File: src/rtl/mmio_pkg.sv
// rtl/mmio_pkg.sv - mmio_bridge shared constants: window base, register offsets, LFSR seed/taps
package mmio_pkg;

    localparam logic [7:0] WIN_BASE = 8'hFF;

    localparam logic [3:0] OFF_MOLE_LED  = 4'h0;
    localparam logic [3:0] OFF_BTN_LEVEL = 4'h1;
    localparam logic [3:0] OFF_BTN_EVENT = 4'h2;
    localparam logic [3:0] OFF_TIMER     = 4'h3;
    localparam logic [3:0] OFF_SCORE     = 4'h4;
    localparam logic [3:0] OFF_RNG       = 4'h5;

    localparam int SCORE_W = 16;

    localparam logic [15:0] LFSR_SEED = 16'hACE1;
    // Taps 16,14,13,11 expressed as bit positions of a right-shifting register
    localparam logic [15:0] LFSR_TAPS = 16'h002D;

    function automatic logic [15:0] lfsr_next(input logic [15:0] s);
        return {^(s & LFSR_TAPS), s[15:1]};
    endfunction

endpackage

File: src/rtl/button_debouncer.sv
// rtl/button_debouncer.sv - one-bit 2-flop synchronizer plus counter debouncer with rise pulse
module button_debouncer #(
    parameter int DEBOUNCE_CYCLES = 250000
) (
    input  logic clock,
    input  logic reset,
    input  logic raw,
    output logic level,
    output logic rise
);
    localparam int CNT_W = $clog2(DEBOUNCE_CYCLES + 1);
    localparam logic [CNT_W-1:0] CNT_LAST = CNT_W'(DEBOUNCE_CYCLES - 1);

    logic [1:0]       sync;
    logic [CNT_W-1:0] cnt;
    logic             differ;
    logic             accept;

    assign differ = (sync[1] != level);
    assign accept = differ && (cnt == CNT_LAST);
    // Combinational so the event register sets on the same edge the level changes
    assign rise   = accept && sync[1];

    always_ff @(posedge clock or posedge reset) begin
        if (reset) begin
            sync  <= 2'b00;
            cnt   <= '0;
            level <= 1'b0;
        end else begin
            sync <= {sync[0], raw};
            if (!differ) begin
                cnt <= '0;
            end else if (accept) begin
                level <= sync[1];
                cnt   <= '0;
            end else begin
                cnt <= cnt + 1'b1;
            end
        end
    end

endmodule

File: src/rtl/mmio_bridge.sv
// rtl/mmio_bridge.sv - dmem address decoder with Whack-A-Mole peripheral registers (option: MMIO_RNG_EN)
module mmio_bridge
    import mmio_pkg::*;
#(
    parameter int NUM_BTN         = 9,
    parameter int DEBOUNCE_CYCLES = 250000,
    parameter int TICK_DIV        = 50000
) (
    input  logic                clock,
    input  logic                reset,
    input  logic [11:0]         address_dmem,
    input  logic [31:0]         d_dmem,
    input  logic                wren,
    output logic [31:0]         q_dmem,
    output logic                ram_wren,
    input  logic [31:0]         ram_q,
    input  logic [NUM_BTN-1:0]  btn_raw,
    output logic [NUM_BTN-1:0]  mole_led,
    output logic [SCORE_W-1:0]  score
);
    localparam int PRE_W = $clog2(TICK_DIV + 1);
    localparam logic [PRE_W-1:0] PRE_LAST = PRE_W'(TICK_DIV - 1);

    logic               in_win;
    logic               reg_we;
    logic [3:0]         offset;
    logic [NUM_BTN-1:0] levels;
    logic [NUM_BTN-1:0] rises;
    logic [NUM_BTN-1:0] events;
    logic [NUM_BTN-1:0] clear_mask;
    logic [31:0]        timer;
    logic [PRE_W-1:0]   prescale;
    logic [31:0]        reg_rd;

    assign in_win   = (address_dmem[11:4] == WIN_BASE);
    assign offset   = address_dmem[3:0];
    assign reg_we   = wren && in_win;
    assign ram_wren = in_win ? 1'b0 : wren;
    assign q_dmem   = in_win ? reg_rd : ram_q;

    genvar gi;
    generate
        for (gi = 0; gi < NUM_BTN; gi++) begin : g_btn
            button_debouncer #(.DEBOUNCE_CYCLES(DEBOUNCE_CYCLES)) u_deb (
                .clock (clock),
                .reset (reset),
                .raw   (btn_raw[gi]),
                .level (levels[gi]),
                .rise  (rises[gi])
            );
        end
    endgenerate

    assign clear_mask = (reg_we && offset == OFF_BTN_EVENT) ? d_dmem[NUM_BTN-1:0] : '0;

    always_ff @(posedge clock or posedge reset) begin
        if (reset) begin
            mole_led <= '0;
            score    <= '0;
            events   <= '0;
            timer    <= '0;
            prescale <= '0;
        end else begin
            // A new press beats a simultaneous write-1-to-clear of the same bit
            events <= (events & ~clear_mask) | rises;

            if (prescale == PRE_LAST) begin
                prescale <= '0;
                timer    <= timer + 32'd1;
            end else begin
                prescale <= prescale + 1'b1;
            end

            if (reg_we) begin
                case (offset)
                    OFF_MOLE_LED: mole_led <= d_dmem[NUM_BTN-1:0];
                    OFF_SCORE:    score    <= d_dmem[SCORE_W-1:0];
                    OFF_TIMER: begin
                        timer    <= d_dmem;
                        prescale <= '0;
                    end
                    default: ;
                endcase
            end
        end
    end

`ifdef MMIO_RNG_EN
    logic [15:0] lfsr;

    always_ff @(posedge clock or posedge reset) begin
        if (reset) lfsr <= LFSR_SEED;
        else       lfsr <= lfsr_next(lfsr);
    end
`endif

    always_comb begin
        reg_rd = 32'd0;
        case (offset)
            OFF_MOLE_LED:  reg_rd = 32'(mole_led);
            OFF_BTN_LEVEL: reg_rd = 32'(levels);
            OFF_BTN_EVENT: reg_rd = 32'(events);
            OFF_TIMER:     reg_rd = timer;
            OFF_SCORE:     reg_rd = 32'(score);
`ifdef MMIO_RNG_EN
            OFF_RNG:       reg_rd = {16'b0, lfsr};
`endif
            default:       reg_rd = 32'd0;
        endcase
    end

endmodule

File: config.mk
export PLATFORM = sky130hd
export DESIGN_NAME = mmio_bridge
export DESIGN_NICKNAME = d
export VERILOG_FILES = /design/src/rtl/mmio_pkg.sv /design/src/rtl/button_debouncer.sv /design/src/rtl/mmio_bridge.sv
export SDC_FILE = /design/constraint.sdc
export NUM_CORES = 1
export LEC_CHECK = 0
export ABC_AREA = 1
export ABC_CLOCK_PERIOD_IN_PS = 10700
export BUFFER_PORTS_ARGS = -buffer_cell sky130_fd_sc_hd__buf_2
export CAP_MARGIN = 40
export CELL_PAD_IN_SITES_DETAIL_PLACEMENT = 0
export CELL_PAD_IN_SITES_GLOBAL_PLACEMENT = 1
export CORE_ASPECT_RATIO = 1.4
export CORE_UTILIZATION = 36
export DETAILED_ROUTE_END_ITERATION = 16
export PLACE_DENSITY_LB_ADDON = 0.1
export SLEW_MARGIN = 25
export SYNTH_ARGS = -nofsm -noshare
export SYNTH_HDL_FRONTEND = slang
export SYNTH_SLANG_ARGS = --single-unit
File: constraint.sdc
create_clock -name clock -period 10.7 [get_ports clock]
set_input_delay 0.535 -clock clock [delete_from_list [all_inputs] [get_ports clock]]
set_output_delay 0.535 -clock clock [all_outputs]
set_load 0.05 [all_outputs]
# Yosys cells after proc, flatten, opt, wreduce, memory -nomap -nowiden
# Index checks and enable logic that the tools add are counted.
dict set report classes {
  n_addsub 11
  eq_ne 24
  muxes 28
  bitwise 3
  reduce_logical 32
}
# operator count
set ops {}
lappend ops {{$mux 18} 18}
lappend ops {{$add 18x1->18 const B} 9}
lappend ops {{$eq 18x18->1 const B} 9}
lappend ops {{$pmux 32 s5} 1}
lappend ops {{$mux 32} 4}
lappend ops {{$mux 16} 3}
lappend ops {{$add 32x1->32 const B} 1}
lappend ops {{$reduce_and 2->1} 11}
lappend ops {{$logic_and 1x1->1} 20}
lappend ops {{$add 16x1->16 const B} 1}
lappend ops {{$eq 16x16->1 const B} 1}
lappend ops {{$and 9x9->9} 1}
lappend ops {{$mux 9} 1}
lappend ops {{$ne 1x1->1} 9}
lappend ops {{$not 9->9} 1}
lappend ops {{$or 9x9->9} 1}
lappend ops {{$eq 4x2->1 const B} 2}
lappend ops {{$eq 8x8->1 const B} 1}
lappend ops {{$eq 4x1->1 const B} 1}
lappend ops {{$eq 4x3->1 const B} 1}
lappend ops {{$logic_not 4->1} 1}
lappend ops {{$mux 1} 1}
dict set report word_totals {
  reg_bits 271
  input_bits 88
  out_inout_bits 58
  wordCells 130
}

# Logic depth before layout (Yosys ltp)
dict set report depth {
  word_depth 7
  ltp_mapped 12
  depth_no_buf 12
}

# Hierarchy
# Synthesis repeated with hierarchy kept, for this count alone.
dict set report unflattened {
  hier_cells 2127
  hier_area_um2 15443.6
}
# mod instances cells_per_inst area_each_um2 seq_area_each_um2
set by_module_without_submodules {}
lappend by_module_without_submodules {button_debouncer 9 144 1112.3 525.5}
lappend by_module_without_submodules {mmio_bridge 1 831 5432.7 2052.0}

# Worst setup path before layout
# Ideal clock, no wire load.
dict set report synth_path {
  path_type {input to output}
  from {input port address_dmem[9]}
  to {output port q_dmem[21]}
  t_arrival_ps 2342
  path_slack_ps 7823
  cell_stages 7
  n_path_buf 1
  path_cell_list {nand2_1 > nor2_1 > nand2_2 > clkinv_1 > nand2_1 > clkbuf_1 > o21ai_0}
}
dict set report synth_via {
  elab_chain_cells 2
}
# item line_no
set synth_rtl {}
lappend synth_rtl {{start: declaration} mmio_bridge.sv:11} ;# input logic [11:0] address_dmem,
lappend synth_rtl {{$eq 8x8->1} mmio_bridge.sv:35} ;# assign in_win = (address_dmem[11:4] == WIN_BASE);
lappend synth_rtl {{$mux 32} mmio_bridge.sv:39} ;# assign q_dmem = in_win ? reg_rd : ram_q;
lappend synth_rtl {{end: declaration} mmio_bridge.sv:14} ;# output logic [31:0] q_dmem,
# No other way between the ends.

# Worst setup path after layout
dict set report layout_path {
  from {input port address_dmem[3]}
  to {output port q_dmem[31]}
}
dict set report layout_via {
  elab_chain_cells 3
}
# item line_no
set layout_rtl {}
lappend layout_rtl {{$eq 4x3->1 (tied with other cells)} mmio_bridge.sv:99} ;# case (offset)
lappend layout_rtl {{$pmux 32 s5 (*)} mmio_bridge.sv:99}
lappend layout_rtl {{$mux 32 (*)} mmio_bridge.sv:39}
# Every way passes the cells marked *; elsewhere a longest branch is shown, timed or not.

==> flow_metrics.env <==
export IMPL_overflow=0
export IMPL_cts_reportedPaths_clkPinSlew_ps=60
export IMPL_placed_area_mm2=0.01601
export IMPL_power_density_mw_per_mm2=137.3
export IMPL_sw_frac_of_total_pct=24.49
export IMPL_grtUsageMet3_pct=3.276
export IMPL_ys_seq_elements=271
export IMPL_clock_sinks=271
export IMPL_vias=12756
export IMPL_worst_r2r_path_depth=9
export IMPL_cts_hold_buffers=0
export IMPL_numCtsBuffers=31
export IMPL_die_width_um=172.3
export IMPL_layout_min_cycle_time_ps=3647
export IMPL_antenna_found_initial=1
export IMPL_syn_area_mm2=0.01462
export IMPL_fin_util_pct=42.55
export IMPL_reg2reg_from="prescale[0]$_DFF_PP0_"
export IMPL_top_usage_layer="met2"
export IMPL_status="finished clean"
export IMPL_cts_tree="done"
export IMPL_p_sw_mw=0.5748
export IMPL_start_util_pct=36.39
export IMPL_relSlewSlack_pct=54.01
export IMPL_rsz0062_at_grt="no"
export IMPL_dieArea_mm2=0.04142
export IMPL_endpoint="q_dmem[31]"
export IMPL_clock_path_buffers=3
export IMPL_nets=2198
export IMPL_placedCellCount=2600
export IMPL_ant_nets=0
export IMPL_slew_violations=0
export IMPL_viasPerCell=4.801
export IMPL_wl_um=40700
export IMPL_placementRows=87
export IMPL_synth_nets=2037
export IMPL_cp_start_kind="input pin"
export IMPL_post_cts_buffers=0
export IMPL_drv_cap=0
export IMPL_track_usage_pct=20.07
export IMPL_cts_htree_levels=1
export IMPL_fin_skew_ps=26.49
export IMPL_grt_max_degree=79
export IMPL_ys_seq_area_share_pct=46.40
export IMPL_first_iter_violations=633
export IMPL_first_pass_iters=5
export IMPL_p_int_mw=1.772
export IMPL_synth_cell_types=51
export IMPL_yosysWarnings=0
export IMPL_dp_hpwl_um=30800
export IMPL_synth_edf_count=0
export IMPL_async_reset_ff_share_pct=100.0
export IMPL_portBuffers=145
export IMPL_io_pins=146
export IMPL_criticalPathCategory="input pin to primary output"
export IMPL_netlist_instances=1938
export IMPL_comb_power_share_pct=6.4
export IMPL_p_leak_nw=8.237
export IMPL_crit_required_ps=10170
export IMPL_worstMarginPinSlew_ps=687.3
export IMPL_ys_flop_type="dfrtp_1"
export IMPL_area_growth_pct=16.95
export IMPL_hold_ws_ps=32.69
export IMPL_die_h_um=240.4
export IMPL_clk_latency_ps=590
export IMPL_peakVddDrop_uv=105.1
export IMPL_setup_viol=0
export IMPL_drive_above_1_share_pct=12.39
export IMPL_final_area_mm2=0.01709
export IMPL_fin_tns_setup_ps=0
export IMPL_fin_crit_sh_pct=34.09
export IMPL_clock_root_buffer="clkbuf_16"
export IMPL_timing_fmax_ghz=0.2742
export IMPL_cts_resized=0
export IMPL_cp_arrival_ps=3110
export IMPL_syn_area_per_cell_um2=7.541
export IMPL_grt_pass1_vias=12386
export IMPL_grtUsageMet2_pct=36.08
export IMPL_grt_pass1_wl_um=65110
export IMPL_gp_congestion=0.8534
export IMPL_critPathCaptureType="primary output"
export IMPL_use_met1_pct=24.14
export IMPL_coreArea_mm2=0.04017
export IMPL_reg2reg_to="prescale[9]$_DFF_PP0_"
export IMPL_crit_start="address_dmem[3]"
export IMPL_power_frac_seq_pct=45.7
export IMPL_routedWlPerCell_um=15.32
export IMPL_instances_no_fill=2657
export IMPL_r2r_slack_ps=8460
export IMPL_drc=0
export IMPL_crit_fanout=16
export IMPL_hold_violations=0
export IMPL_pwr_share_clk_pct=47.9
export IMPL_hp_class="input pin to async pin"
[through the flow]
| step | total power [mW] | setup slack, ps |
|---|---|---|
| 6_report | 2.347 | 7053 |
| 3_3_place_gp | 1.240 | 7079 |
| 4_1_cts | 2.389 | 6997 |
| 3_5_place_dp | 1.245 | 6985 |
| 5_1_grt | 2.444 | 6795 |
| 2_1_floorplan | 1.186 | 2698 |
[Yosys cell counts, types with 3 or more instances]
master	n	area, µm²
a211oi_1	8	60.06
or2_2	9	56.30
nand2_2	8	50.05
nor2_2	15	93.84
clkinv_1	5	18.77
mux2_2	4	45.04
buf_2	8	40.04
a22o_1	3	26.28
inv_2	7	26.28
o21bai_1	5	37.54
xnor2_1	12	105.1
o21ai_1	19	95.09
o21ai_0	92	460.4
nand2_1	485	1821
nor2_1	298	1119
a31o_2	3	26.28
or2_0	4	25.02
nor3b_1	22	165.2
xor2_1	71	621.9
ha_1	11	137.6
nor3_1	58	290.3
inv_1	241	904.6
nand3_1	135	675.7
a21oi_1	38	190.2
a31oi_1	6	37.54
dfrtp_1	271	6782
o211ai_1	9	67.56
nor4_1	7	43.79
nand4_1	47	294.0
clkbuf_1	11	41.29
[routing by layer]
layer / up-vias / part of all wire, % / wire length, µm
li1: 6506 / - / -
met1: 5966 / 42 / 17130
met2: 232 / 51 / 20590
met3: 52 / 4.8 / 1973
met4: 0 / 2.5 / 1000
met5: - / 0 / 0
[how the worst min path moves through the flow]
stage	startpoint	end	cells past startpoint
floorplan	g_btn[0].u_deb.sync[0]$_DFF_PP0_	g_btn[0].u_deb.sync[1]$_DFF_PP0_	0
global placement	g_btn[7].u_deb.sync[0]$_DFF_PP0_	g_btn[7].u_deb.sync[1]$_DFF_PP0_	0
detailed placement	g_btn[0].u_deb.sync[0]$_DFF_PP0_	g_btn[0].u_deb.sync[1]$_DFF_PP0_	0
CTS	btn_raw[3]	g_btn[3].u_deb.sync[0]$_DFF_PP0_	1
global route	btn_raw[6]	g_btn[6].u_deb.sync[0]$_DFF_PP0_	1
finish	reset	g_btn[5].u_deb.sync[0]$_DFF_PP0_	2
[sequential cells by signal, indices dropped and copies added, names as in the netlist]
name / cells
g_btn.u_deb.cnt: 162
timer: 32
g_btn.u_deb.sync: 18
prescale: 16
score: 16
events: 9
g_btn.u_deb.level: 9
mole_led: 9
[cell families after synthesis]
group,synth area share (%)
muxes,0.3082
buffers and inverters,7.320
xor gates and xnor gates,5.085
DFF,46.40
adders and majority gates,0.9417
and+or+nand+nor,32.78
AOI/OAI and AO/OA,7.166
[worst max-delay path: stages]
cell and delay, ps:
buf_2 110, nor2_2 510, nand3_1 630, inv_2 380, nand2_1 360, o21ai_0 270
buf_2 290
[final cells by class]
type                            instances  area [µm²]
Fill cell                            4211       23070
Sequential cell                       271        6782
Multi-Input combinational cell       1390        6764
Inverter                              253       957.2
Clock buffer                           45       938.4
Timing Repair Buffer                  152       838.3
Tap cell                              534       668.1
Clock inverter                         11       142.6
Antenna cell                            1       2.502
[power groups by stage]
stage / combinational, mW / clock [mW] / sequential, mW
4_1_cts: 0.156 / 1.16 / 1.07
6_report: 0.151 / 1.12 / 1.07
3_3_place_gp: 0.150 / 0 / 1.09
2_1_floorplan: 0.0999 / 0 / 1.09
3_5_place_dp: 0.155 / 0 / 1.09
5_1_grt: 0.174 / 1.20 / 1.07
[cell usage in the layout (no fill, tap or decap), types with 4 or more instances in the layout]
master,n
ha_1,11
nand3_1,135
or2_2,9
a211oi_1,8
nor4_1,7
mux2_2,4
or2_0,4
buf_4,4
o211ai_1,9
nor3b_1,22
inv_1,240
clkbuf_16,31
a21oi_1,38
nand4_1,47
clkinv_2,4
o21bai_1,5
clkinv_1,5
buf_2,145
clkbuf_8,11
inv_2,7
a31oi_1,6
o21ai_1,19
nor3_1,58
nor2_1,298
nor2_2,15
xor2_1,71
o21ai_0,92
dfrtp_1,271
nand2_1,485
nand2_2,8
xnor2_1,12
No activity file was read; power rests on OpenSTA's default activity.
